===== config.mk =====
export PLATFORM = sky130hd
export DESIGN_NAME = booth_radix4_encoder_flat
export DESIGN_NICKNAME = d
export VERILOG_FILES = /design/src/rtl/booth_pkg.sv /design/src/rtl/booth_radix4_encoder_if.sv /design/src/rtl/booth_digit_sel.sv /design/src/rtl/booth_radix4_encoder.sv /design/src/flat_wrapper.sv
export SDC_FILE = /design/constraint.sdc
export NUM_CORES = 1
export LEC_CHECK = 0
export BUFFER_PORTS_ARGS = -buffer_cell sky130_fd_sc_hd__buf_2
export CAP_MARGIN = 20
export CORE_MARGIN = 5
export CORE_UTILIZATION = 48
export DETAILED_ROUTE_END_ITERATION = 8
export PLACE_DENSITY = 0.81
export SETUP_SLACK_MARGIN = 0.5
export SYNTH_ARGS = -nofsm -noshare
export SYNTH_HDL_FRONTEND = slang
export SYNTH_SLANG_ARGS = --single-unit
export TNS_END_PERCENT = 20

===== constraint.sdc =====
create_clock -name clk -period 1.57 [get_ports clk]
set_clock_uncertainty 0.05 [all_clocks]
set_input_delay 0.2355 -clock clk [delete_from_list [all_inputs] [get_ports clk]]
set_output_delay 0.2355 -clock clk [all_outputs]
set_load 0.01 [all_outputs]

===== src/rtl/booth_pkg.sv =====
// booth_pkg: shared FSM state and Booth digit-select encoding.
//   state_t          encoder FSM states
//   SEL_*            3-bit digit selects, packed as {neg, dbl, sngl}
package booth_pkg;
    typedef enum logic {IDLE, ENCODE} state_t;
    localparam logic [2:0] SEL_ZERO = 3'b000;
    localparam logic [2:0] SEL_P1   = 3'b001;
    localparam logic [2:0] SEL_P2   = 3'b010;
    localparam logic [2:0] SEL_M1   = 3'b101;
    localparam logic [2:0] SEL_M2   = 3'b110;
endpackage


===== src/rtl/booth_radix4_encoder_if.sv =====
// booth_radix4_encoder_if: load and digit handshakes of the radix-4 Booth encoder.
//   load side : load_valid, load_ready, multiplier[N-1:0]
//   digit side: dig_valid, dig_ready, sngl, dbl, neg, dig_idx[IDXW-1:0], last
//   master = upstream/downstream driver, slave = encoder
interface booth_radix4_encoder_if #(
    parameter int N    = 8,
    parameter int IDXW = $clog2(N / 2)
);
    logic            load_valid;
    logic            load_ready;
    logic [N-1:0]    multiplier;
    logic            dig_valid;
    logic            dig_ready;
    logic            sngl;
    logic            dbl;
    logic            neg;
    logic [IDXW-1:0] dig_idx;
    logic            last;
    modport master (
        output load_valid, multiplier, dig_ready,
        input  load_ready, dig_valid, sngl, dbl, neg, dig_idx, last
    );
    modport slave (
        input  load_valid, multiplier, dig_ready,
        output load_ready, dig_valid, sngl, dbl, neg, dig_idx, last
    );
endinterface


===== src/rtl/booth_digit_sel.sv =====
// booth_digit_sel: maps Booth bits {y[2i+1], y[2i], y[2i-1]} to a digit select.
//   y    : 3 overlapping multiplier bits
//   sngl : |d| == 1, dbl : |d| == 2, neg : d < 0 (111 yields +0, never -0)
module booth_digit_sel (
    input  logic [2:0] y,
    output logic       sngl,
    output logic       dbl,
    output logic       neg
);
    assign sngl = y[1] ^ y[0];
    assign dbl  = (y[2] & ~y[1] & ~y[0]) | (~y[2] & y[1] & y[0]);
    assign neg  = y[2] & ~(y[1] & y[0]);
endmodule


===== src/rtl/booth_radix4_encoder.sv =====
// booth_radix4_encoder: sequential radix-4 Booth encoder, one digit per handshake.
//   clk, rst_n : clock, asynchronous active-low reset
//   bus        : load handshake (multiplier in) and digit handshake (select triple out)
module booth_radix4_encoder
    import booth_pkg::*;
#(
    parameter int N    = 8,
    parameter int IDXW = $clog2(N / 2)
) (
    input  logic                  clk,
    input  logic                  rst_n,
    booth_radix4_encoder_if.slave bus
);
    state_t          state, state_nx;
    logic [N:0]      sr;
    logic [IDXW-1:0] idx;
    logic            enc, last, load_fire, dig_fire, sngl, dbl, neg;

    assign enc       = state == ENCODE;
    assign last      = enc & (idx == IDXW'(N / 2 - 1));
    assign load_fire = bus.load_valid & ~enc;
    assign dig_fire  = enc & bus.dig_ready;

    booth_digit_sel u_sel (.y(sr[2:0]), .sngl(sngl), .dbl(dbl), .neg(neg));

    // Outputs depend only on registered state and shift register.
    assign bus.load_ready = ~enc;
    assign bus.dig_valid  = enc;
    assign bus.sngl       = enc & sngl;
    assign bus.dbl        = enc & dbl;
    assign bus.neg        = enc & neg;
    assign bus.dig_idx    = idx;
    assign bus.last       = last;

    always_comb begin
        state_nx = state;
        if (state == IDLE)
            state_nx = load_fire ? ENCODE : IDLE;
        else
            state_nx = (dig_fire & last) ? IDLE : ENCODE;
    end

    always_ff @(posedge clk or negedge rst_n) begin
        if (!rst_n) begin
            state <= IDLE;
            sr    <= '0;
            idx   <= '0;
        end else begin
            state <= state_nx;
            if (load_fire) begin
                sr  <= {bus.multiplier, 1'b0};
                idx <= '0;
            end else if (dig_fire) begin
                // Index returns to 0 after the last digit so IDLE shows a clean index.
                sr  <= sr >> 2;
                idx <= last ? '0 : idx + 1'b1;
            end
        end
    end
endmodule


===== src/flat_wrapper.sv =====
// flat-port wrapper written by rule: the top's interface ports become plain ports
module booth_radix4_encoder_flat import booth_pkg::*;
#(
    parameter int N    = 8,
    parameter int IDXW = $clog2(N / 2)
)
  (clk, rst_n, bus_load_valid, bus_multiplier, bus_dig_ready, bus_load_ready, bus_dig_valid, bus_sngl, bus_dbl, bus_neg, bus_dig_idx, bus_last);
  booth_radix4_encoder_if #(.N(N), .IDXW(IDXW)) bus_i ();
  input  logic clk;
  input  logic rst_n;
  input wire logic [$bits(bus_i.load_valid)-1:0] bus_load_valid;
  input wire logic [$bits(bus_i.multiplier)-1:0] bus_multiplier;
  input wire logic [$bits(bus_i.dig_ready)-1:0] bus_dig_ready;
  output wire logic [$bits(bus_i.load_ready)-1:0] bus_load_ready;
  output wire logic [$bits(bus_i.dig_valid)-1:0] bus_dig_valid;
  output wire logic [$bits(bus_i.sngl)-1:0] bus_sngl;
  output wire logic [$bits(bus_i.dbl)-1:0] bus_dbl;
  output wire logic [$bits(bus_i.neg)-1:0] bus_neg;
  output wire logic [$bits(bus_i.dig_idx)-1:0] bus_dig_idx;
  output wire logic [$bits(bus_i.last)-1:0] bus_last;
  assign bus_i.load_valid = bus_load_valid;
  assign bus_i.multiplier = bus_multiplier;
  assign bus_i.dig_ready = bus_dig_ready;
  assign bus_load_ready = bus_i.load_ready;
  assign bus_dig_valid = bus_i.dig_valid;
  assign bus_sngl = bus_i.sngl;
  assign bus_dbl = bus_i.dbl;
  assign bus_neg = bus_i.neg;
  assign bus_dig_idx = bus_i.dig_idx;
  assign bus_last = bus_i.last;
  booth_radix4_encoder #(.N(N), .IDXW(IDXW)) u_core (.clk(clk), .rst_n(rst_n), .bus(bus_i));
endmodule

### Word-level counts from Yosys, hierarchy flattened

Index checks and enable logic that the tools add are counted.

| word-level totals | value |
|---|---|
| register bits | 12 |

| cells by class | value |
|---|---|
| $add $sub $neg | 1 |
| equality and inequality tests | 1 |
| muxes and demuxes | 8 |
| bitwise gates (word level) | 20 |
| reduce and logical (&&, ||, !) cells | 1 |

Operator list:

| kind | count |
|---|---|
| $mux W9 | 2 |
| $and A1 B1 Y1 | 13 |
| $mux W2 | 3 |
| $not A1 Y1 | 5 |
| $mux W1 | 3 |
| $add A2 B1 Y2 const B | 1 |
| $eq A2 B2 Y1 const B | 1 |
| $reduce_bool A2 Y1 | 1 |
| $or A1 B1 Y1 | 1 |
| $xor A1 B1 Y1 | 1 |

### Logic depth before layout (Yosys ltp)

Gate-level depths: netlist of run 1.

| depth | value |
|---|---|
| depth after elaboration | 5 |
| gate-level depth with buffers | 4 |

### Hierarchy

From an unflattened synthesis of run 1, not the netlist that was laid out.

| second synthesis, totals | value |
|---|---|
| cells, all modules | 69 |
| area, all modules | 699.4 um^2 |

Modules (own cells, without submodules):

| module | times used | cells each | area each (um^2) | sequential area each (um^2) |
|---|---|---|---|---|
| booth_radix4_encoder | 1 | 64 | 658.1 | 300.3 |
| booth_digit_sel | 1 | 5 | 41.3 | 0.0 |

### Least setup slack after synthesis of run 1

No wires, ideal clock.

| timing | value |
|---|---|
| path kind | reg-to-output |
| start | register u_core.sr[1] |
| end | output port bus_dbl |
| arrival time | 0.975 ns |
| required time | 1.285 ns |
| setup slack | 0.310 ns |
| stages on the path, launching flop included | 3 |
| buffers on the path | 0 |
| cell sequence | dfrtp_1 or3b_1 a21oi_1 |

| between the ends | value |
|---|---|
| longest elaborated chain between the ends | 5 |
| elaborated cells on any way between the ends | 7 |

Ends and longest elaborated chain:

| item | RTL line | text |
|---|---|---|
| start, declared | booth_radix4_encoder.sv:15 | `logic [N:0] sr;` |
| start signal, assigned | booth_radix4_encoder.sv:51 | `sr <= {bus.multiplier, 1'b0};` |
| start signal, assigned | booth_radix4_encoder.sv:55 | `sr <= sr >> 2;` |
| $not A1 Y1 | booth_digit_sel.sv:11 | `assign dbl = (y[2] & ~y[1] & ~y[0]) \| (~y[2] & y[1] & y[0]);` |
| $and A1 B1 Y1 (2 in a row) | booth_digit_sel.sv:11 |  |
| $or A1 B1 Y1 * | booth_digit_sel.sv:11 |  |
| $and A1 B1 Y1 * | booth_radix4_encoder.sv:30 | `assign bus.dbl = enc & dbl;` |
| end, declared | flat_wrapper.sv:17 | `output wire logic [$bits(bus_i.dbl)-1:0] bus_dbl;` |

Mark *: on every way between the ends. The rest lies on a longest branch, timed or not.

### Worst setup path in the final report of run 1

| timing | value |
|---|---|
| start | register u_core.sr[0] |
| end | output port bus_dbl |

| between the ends | value |
|---|---|
| longest elaborated chain between the ends | 4 |
| elaborated cells on any way between the ends | 5 |

Ends and longest elaborated chain:

| item | RTL line |
|---|---|
| $not A1 Y1 | booth_digit_sel.sv:11 |
| $and A1 B1 Y1 | booth_digit_sel.sv:11 |
| $or A1 B1 Y1 * | booth_digit_sel.sv:11 |
| $and A1 B1 Y1 * | booth_radix4_encoder.sv:30 |

Marked as above.

==> results.md, run 1 <==
- Detailed Routing Iterations Pass 1: 4
- CP Capture Type: primary output
- Post-Route Utilization: 69.2%
- Synth top area share: 43.1%
- RD Place Congestion: 0.752
- Largest net degree at the start of global routing: 15
- Clock Tree Buf Depth: 2
- I/O pins: 20
- Die width: 48.1 um
- Global-route usage over all layers: 16.6%
- Initial antenna violation count: 0
- Root Buffer: clkbuf_4
- Diode count: 0
- Post-route ant nets: 0
- CTS H-tree depth: 1
- CP endpoint: bus_dbl
- Synth area leader: dfrtp_1
- Die height: 48.1 um
- Die outline area: between 2000 and 2500 um^2
- Wire per inst: ~15 um
- Clock latency on the worst-skew pair: 270 ps
- Nets: 103
- Startpoint Class: register
- Syn Std Cell Area: ~700 um^2
- Hold Crit Class: in2reg
- Leak: 0.508 nW
- Synth Instances: 60
- Tot Pwr: between 0.0015 and 0.002 W
- Top_reg_cell synth: dfrtp_1
- Starting Density: 52.3%
- Row count: 13
- Max Cap Viol: 0
- Critical path arrival: 1300 ps
- GRT overflow: 0
- Initial DRC count: 6
- Synth Register Bits: 12
- Vias per cell: 5.55
- CP Launch Point: u_core.sr[0]
- Routed WL: 1.51 mm
- Port Buffers: 19
- Pwr/cell area: ~1600 nW/um^2
- Period utilization: 101%
- Largest delay share family, worst path: flip-flops
- Max Fanout on Critical Path: 3
- Count of final max-slew check failures: 0
- DP HPWL: 1.03 mm
- Crit. path cell count: 3
- R2R Path End: u_core.sr[4]
- Flop2flop setup slack: 340 ps
- Hold Violations, Final: 0
- First-pass GRT wire length: 2.59 mm
- Share of post-route cells with drive strength above 1: between 40% and 50%
- Yosys warning count: 0
- TritonCTS clock tree: yes
- Worst path bufs/invs: 1
- Synth area leaders: dfrtp_1 43%, mux2i_1 20%, buf_6 4.8%
- Syn Nets: 74
- Core area: 1330 um^2
- Worst-path clk slew: 80 ps
- Fill cells: 111
- Number of synthesized flops with an enable pin: 0
- Worst Max-Slew Pin Slew: between 200 and 300 ps
- Required @ worst endpoint: approximately 1300 ps
- Failing checks: setup timing
- Post-synth ARST share: 100%
- CP Class: reg2out
- Total CTS buffers: 3
- Fmax: 0.629 GHz
- Crit path cell chain: or3b_1 > a21oi_2 > buf_2
- Synth-to-layout area growth: 32.5%
- Status: finished with violations
- Final Non-Filler Cells: 103
- Vias in the first global route: 594
- Synth unique cells: 22
- DRC: 0
- RSZ-0062 raised after global routing: true
- Syn Area/Cell: 11.6 um^2
- R2r worst-path depth: 3
- Clock sink count: 12
- Post-route setup slack: -19.5 ps
- Via count: 572
- CP max-delay cell: dfrtp_1
- Worst path max stage delay: roughly 400 ps
- Register area share after synthesis: 43.1%
- Worst r2r src: u_core.bus.dig_valid
- Rel. slew slack: 81.1%
- Fin crit period: 1590 ps
- Peak VDD IR: 1050 uV
- Placed instance count: 91
- Final setup violation count: 1
flip-flops by register name, indices dropped and copies added (netlist names):
register              cells
u_core.bus.dig_idx        2
u_core.bus.dig_valid      1
u_core.sr                 9
what timing repair did:
action | in CTS | in global routing
pin swaps | 1 | 5
gates resized for setup | 11 | 2
hold endpoints to repair | 12 | 0
buffers inserted | 4 | 3
hold buffers | 1 | 0
setup endpoints to repair | 18 | 16
final cells by class:
cell class	instances	area (um^2)	share of cell area [%]
multi-input cells	43	370	40.1
flip-flops and latches	12	302	32.7
repair buffers	28	193	20.9
clock buffers	4	36.3	3.93
well taps	15	18.8	2.03
inverters	1	3.75	0.407
logic make-up after synthesis:
logic type,after synthesis,share of synthesized area (%)
multiplexers,14,20.1
flip-flops,12,43.1
AND/OR/NAND/NOR,18,17.1
adder cells (fa/ha/maj),2,3.59
AO/OA/AOI/OAI,9,9.70
buffers and inverters,5,6.46
synth_stat cells, types with 2 or more instances:
library cell / count
nand2_1: 2
and2_1: 2
and3_1: 3
nor2_1: 2
ha_1: 2
mux2i_1: 14
a21oi_1: 2
a221o_1: 2
o2bb2ai_1: 2
nand3b_1: 3
buf_6: 3
or3b_1: 2
dfrtp_1: 12
power breakdown:
| part | total [W] | leakage, nW | internal (W) | switching (W) |
|---|---|---|---|---|
| clock network | 0.000247 | 0.0210 | 0.000141 | 0.000106 |
| registers | 0.000550 | 0.154 | 0.000431 | 0.000119 |
| logic | 0.000724 | 0.332 | 0.000419 | 0.000305 |
| total | 0.00152 | 0.508 | 0.000991 | 0.000529 |
cells in the final DEF (no fill, tap or decap), drive strengths merged, types with 2 or more instances in the layout:
cell type  netlist  final
clkbuf           0      4
o2bb2ai          2      2
dfrtp           12     12
or3b             2      2
nand3b           3      3
nor2             2      2
and3             3      3
nand2            2      2
a21oi            2      2
ha               2      2
a221o            2      2
and2             2      2
buf              4     27
mux2i           14     14
metal layers:
layer  up-vias  share of wire, %  global-route usage [%]
li1        279                 -                       -
met1       275                39                    16.9
met2        16                54                    31.1
met3         2               6.5                    7.38
met4         0              0.53                    3.23
met5         -                 0                       0
metrics by stage:
step,hold slack (ps),setup TNS [ps],instance area [um^2],worst slack (ps)
2_1_floorplan,-110,0,701,339
3_3_place_gp,76.3,0,781,266
3_5_place_dp,76.4,0,781,245
4_1_cts,134,-27.1,897,-27.1
5_1_grt,128,-91.2,923,-69.7
6_report,141,-19.5,923,-19.5
worst min-delay path by stage:
stage                            startpoint               endpoint  slack (ps)  depth (start not counted)
final                     bus_multiplier[3]           u_core.sr[4]         140                          2
after global routing      bus_multiplier[3]           u_core.sr[4]         130                          2
after CTS                 bus_multiplier[2]           u_core.sr[3]         130                          2
after detailed placement              rst_n           u_core.sr[7]          80                          1
after global placement                rst_n           u_core.sr[7]          80                          1
after floorplan                       rst_n  u_core.bus.dig_idx[0]        -110                          0
Power figures use the tool's default switching activity.
==> run 2: changes to the inputs <==
--- a/config.mk
+++ b/config.mk
@@ -5,6 +5,7 @@
 export SDC_FILE = /design/constraint.sdc
 export NUM_CORES = 1
 export LEC_CHECK = 0
+export ABC_AREA = 1
 export BUFFER_PORTS_ARGS = -buffer_cell sky130_fd_sc_hd__buf_2
 export CAP_MARGIN = 20
 export CORE_MARGIN = 5
==> constraint.sdc (replaced) <==
create_clock -name clk -period 1.57 [get_ports clk]
set_clock_uncertainty 0.05 [all_clocks]
set_input_delay 0.0785 -clock clk [delete_from_list [all_inputs] [get_ports clk]]
set_output_delay 0.0785 -clock clk [all_outputs]
set_load 0.01 [all_outputs]
==> run 2 against run 1 <==
Critical endpoint is now bus_sngl; the run now ends clean; register-to-register slack got worse by 60 ps; critical path type unchanged; highest routed layer unchanged; global-route usage fell by 1.0 points; worst setup slack improved by 260 ps.
==> results.md, run 2 <==
- Count of final max-slew check failures: 0 (unchanged)
- Commonest non-fill, non-tap cell in the layout: nand2_1
- I/O pins: 20 (unchanged)
- Starting Density: 50.8% (-1.5 points)
- Synth-to-layout area growth: 37.9%
- Syn Area/Cell: 7.34 um^2 (-37%)
- Vias in the first global route: 594 (unchanged)
- TritonCTS clock tree: yes
- Core area: 1300 um^2 (-2.4%)
- Most frequent cells in the layout: 33 x nand2_1, 18 x inv_1, 18 x buf_2
- DRC: 0 (unchanged)
- Vias per cell: 4.76 (-14%)
- Post-route ant nets: 0 (unchanged)
- Via count: 648 (+13%)
- Top_reg_cell synth: dfrtp_1
- Syn Nets: 104 (+41%)
- Synth Instances: 90 (+50%)
- Initial antenna violation count: 0 (unchanged)
- Largest delay share family, worst path: flip-flops
- Largest net degree at the start of global routing: 13 (-2)
- Most flops, register: u_core.sr
- Pwr/cell area: 1770 nW/um^2 (+7.3%)
- Port Buffers: 19 (unchanged)
- Multi-input logic area: 297 um^2 (-20%)
- RSZ-0062 raised after global routing: true
- CP max-delay cell: dfrtp_1
- Die width: 47.1 um (-2.1%)
- Synth Register Bits: 12 (unchanged)
- Peak VDD IR: 1030 uV (-2.2%)
- Synth unique cells: 17 (-23%)
- Hold Crit Class: in2reg
- Rel. slew slack: 81.9% (+0.87 points)
- Max Fanout on Critical Path: 3 (unchanged)
- First-pass GRT wire length: 2.40 mm (-7.2%)
- Clock Tree Buf Depth: 2 (unchanged)
- Worst path max stage delay: 410 ps (about the same)
- Initial DRC count: 5 (-1)
- Final setup violation count: 0 (-1)
- GRT overflow: 0 (unchanged)
- Crit path cell chain: ha_1 > nand2_1 > inv_1 > buf_6
- Total CTS buffers: 3 (unchanged)
- Leak: 0.526 nW (+3.7%)
- RD Place Congestion: 0.788 (+4.7%)
- Global-route usage over all layers: 15.6% (-1.0 points)
- Fill cells: 119 (+7.2%)
- Clock sink count: 12 (unchanged)
- Share of post-route cells with drive strength above 1: 33.1% (-9.0 points)
- Synth area leader: dfrtp_1
- Register area share after synthesis: 45.5% (+2.4 points)
- Row count: 13 (unchanged)
- CP Class: reg2out
- Yosys warning count: 0 (unchanged)
- Root Buffer: clkbuf_4
- Number of synthesized flops with an enable pin: 0 (unchanged)
- Worst Max-Slew Pin Slew: 271 ps (-5.13 ps)
- Clock latency on the worst-skew pair: 270 ps (about the same)
- Most frequent cell after synthesis: nand2_1
- Setup TNS: 0 ps (+19.5 ps)
- Routed WL: 1.53 mm (+1.4%)
- Startpoint Class: register
- Detailed Routing Iterations Pass 1: 4 (unchanged)
- Top cells by count, synth: 33 x nand2_1, 18 x inv_1, 12 x dfrtp_1
- Diode count: 0 (unchanged)
- Fmax: 0.754 GHz (+20%)
- Fin crit period: 1330 ps (-263 ps)
- Worst path bufs/invs: 2 (+1)
- Nets: 136 (+32%)
- Die height: 47.1 um (-2.1%)
- Die outline area: 2220 um^2 (-4.1%)
- Synth top area share: 45.5% (+2.4 points)
- Post-synth ARST share: 100% (unchanged)
- Worst-path clk slew: 80 ps (about the same)
- Hold Violations, Final: 0 (unchanged)
- Reg area: 302 um^2 (unchanged)
- Period utilization: 84.5% (-17 points)
- CTS H-tree depth: 1 (unchanged)
- Critical path arrival: 1200 ps (-100 ps)
- Max FFs per register: 9 (unchanged)
- Synth area leaders: dfrtp_1 45%, nand2_1 19%, inv_1 10%
- Status: finished, final reports clean
- Wire per inst: 11.3 um (-23%)
- Required @ worst endpoint: 1440 ps (+160 ps)
- Worst hold slack: 28.1 ps (-113 ps)
- Syn Std Cell Area: 661 um^2 (-5.2%)
- Max Cap Viol: 0 (unchanged)
- CP Capture Type: primary output
- DP HPWL: 1.12 mm (+8.1%)
## run 2: power breakdown
part	switching (W)	total [W]	leakage (nW)	internal (W)
clock	0.000106	0.000247	0.0210	0.000141
combinational	0.000450	0.000820	0.354	0.000369
sequential	0.000100	0.000542	0.152	0.000442
## run 2: final timing paths
check                                startpoint               endpoint  slack (ps)  cells past startpoint
max                                u_core.sr[0]               bus_sngl         240                      4
min                           bus_multiplier[3]           u_core.sr[4]          30                      5
max reg2reg                u_core.bus.dig_valid   u_core.bus.dig_valid         280                      6
min reg2reg                        u_core.sr[6]           u_core.sr[6]         450                      2
max in group asynchronous                 rst_n   u_core.bus.dig_valid        1090                      2
min in group asynchronous                 rst_n  u_core.bus.dig_idx[1]         150                      2
## run 2: cells by family after synthesis
kind of cell | after synthesis | share of synthesized area [%]
fa+ha+maj | 2 | 3.79
flops | 12 | 45.5
buf+inv | 22 | 13.6
simple gates | 42 | 27.3
compound gates | 12 | 9.85
## run 2: what timing repair did
action                                  4_1_cts  5_1_grt
hold buffers                                  3        0
buffers inserted                              2        4
hold endpoints to repair                     14        0
cloned                                        0        0
endpoints found under the setup margin       17       18
pin swaps                                     2        3
resized for setup                             0        8
## run 2: cell type report
class                   count  area share [%]
clock buffers               4            3.98
inverters                  21            9.20
multi-input cells          56            32.6
flip-flops and latches     12            33.1
well taps                  15            2.06
repair buffers             28            19.1
## run 2: routing by layer
metal  track usage, %  share of wire, %
met5                0                 0
met2             27.9                51
met3             2.30               5.5
met1             17.6                41
met4             8.29               2.0
## run 2: metrics by stage
step                std cells  total power, W  util [%]  setup WS (ps)  instance area, um^2
floorplan                  90        0.000996         -            495                  666
global placement          123         0.00118      59.0            376                  768
detailed placement        123         0.00121      59.0            347                  768
CTS                       132         0.00149      65.3            228                  850
global route              136         0.00174      70.0            190                  911
finish                    136         0.00161      70.0            243                  911
## run 2: worst reg2reg max path, cell delays in order (launching register included)
cell and delay [ps]:
dfrtp_2 430, buf_4 160, nand2_8 70, clkbuf_2 160, buf_4 150, o22ai_1 110
inv_1 50
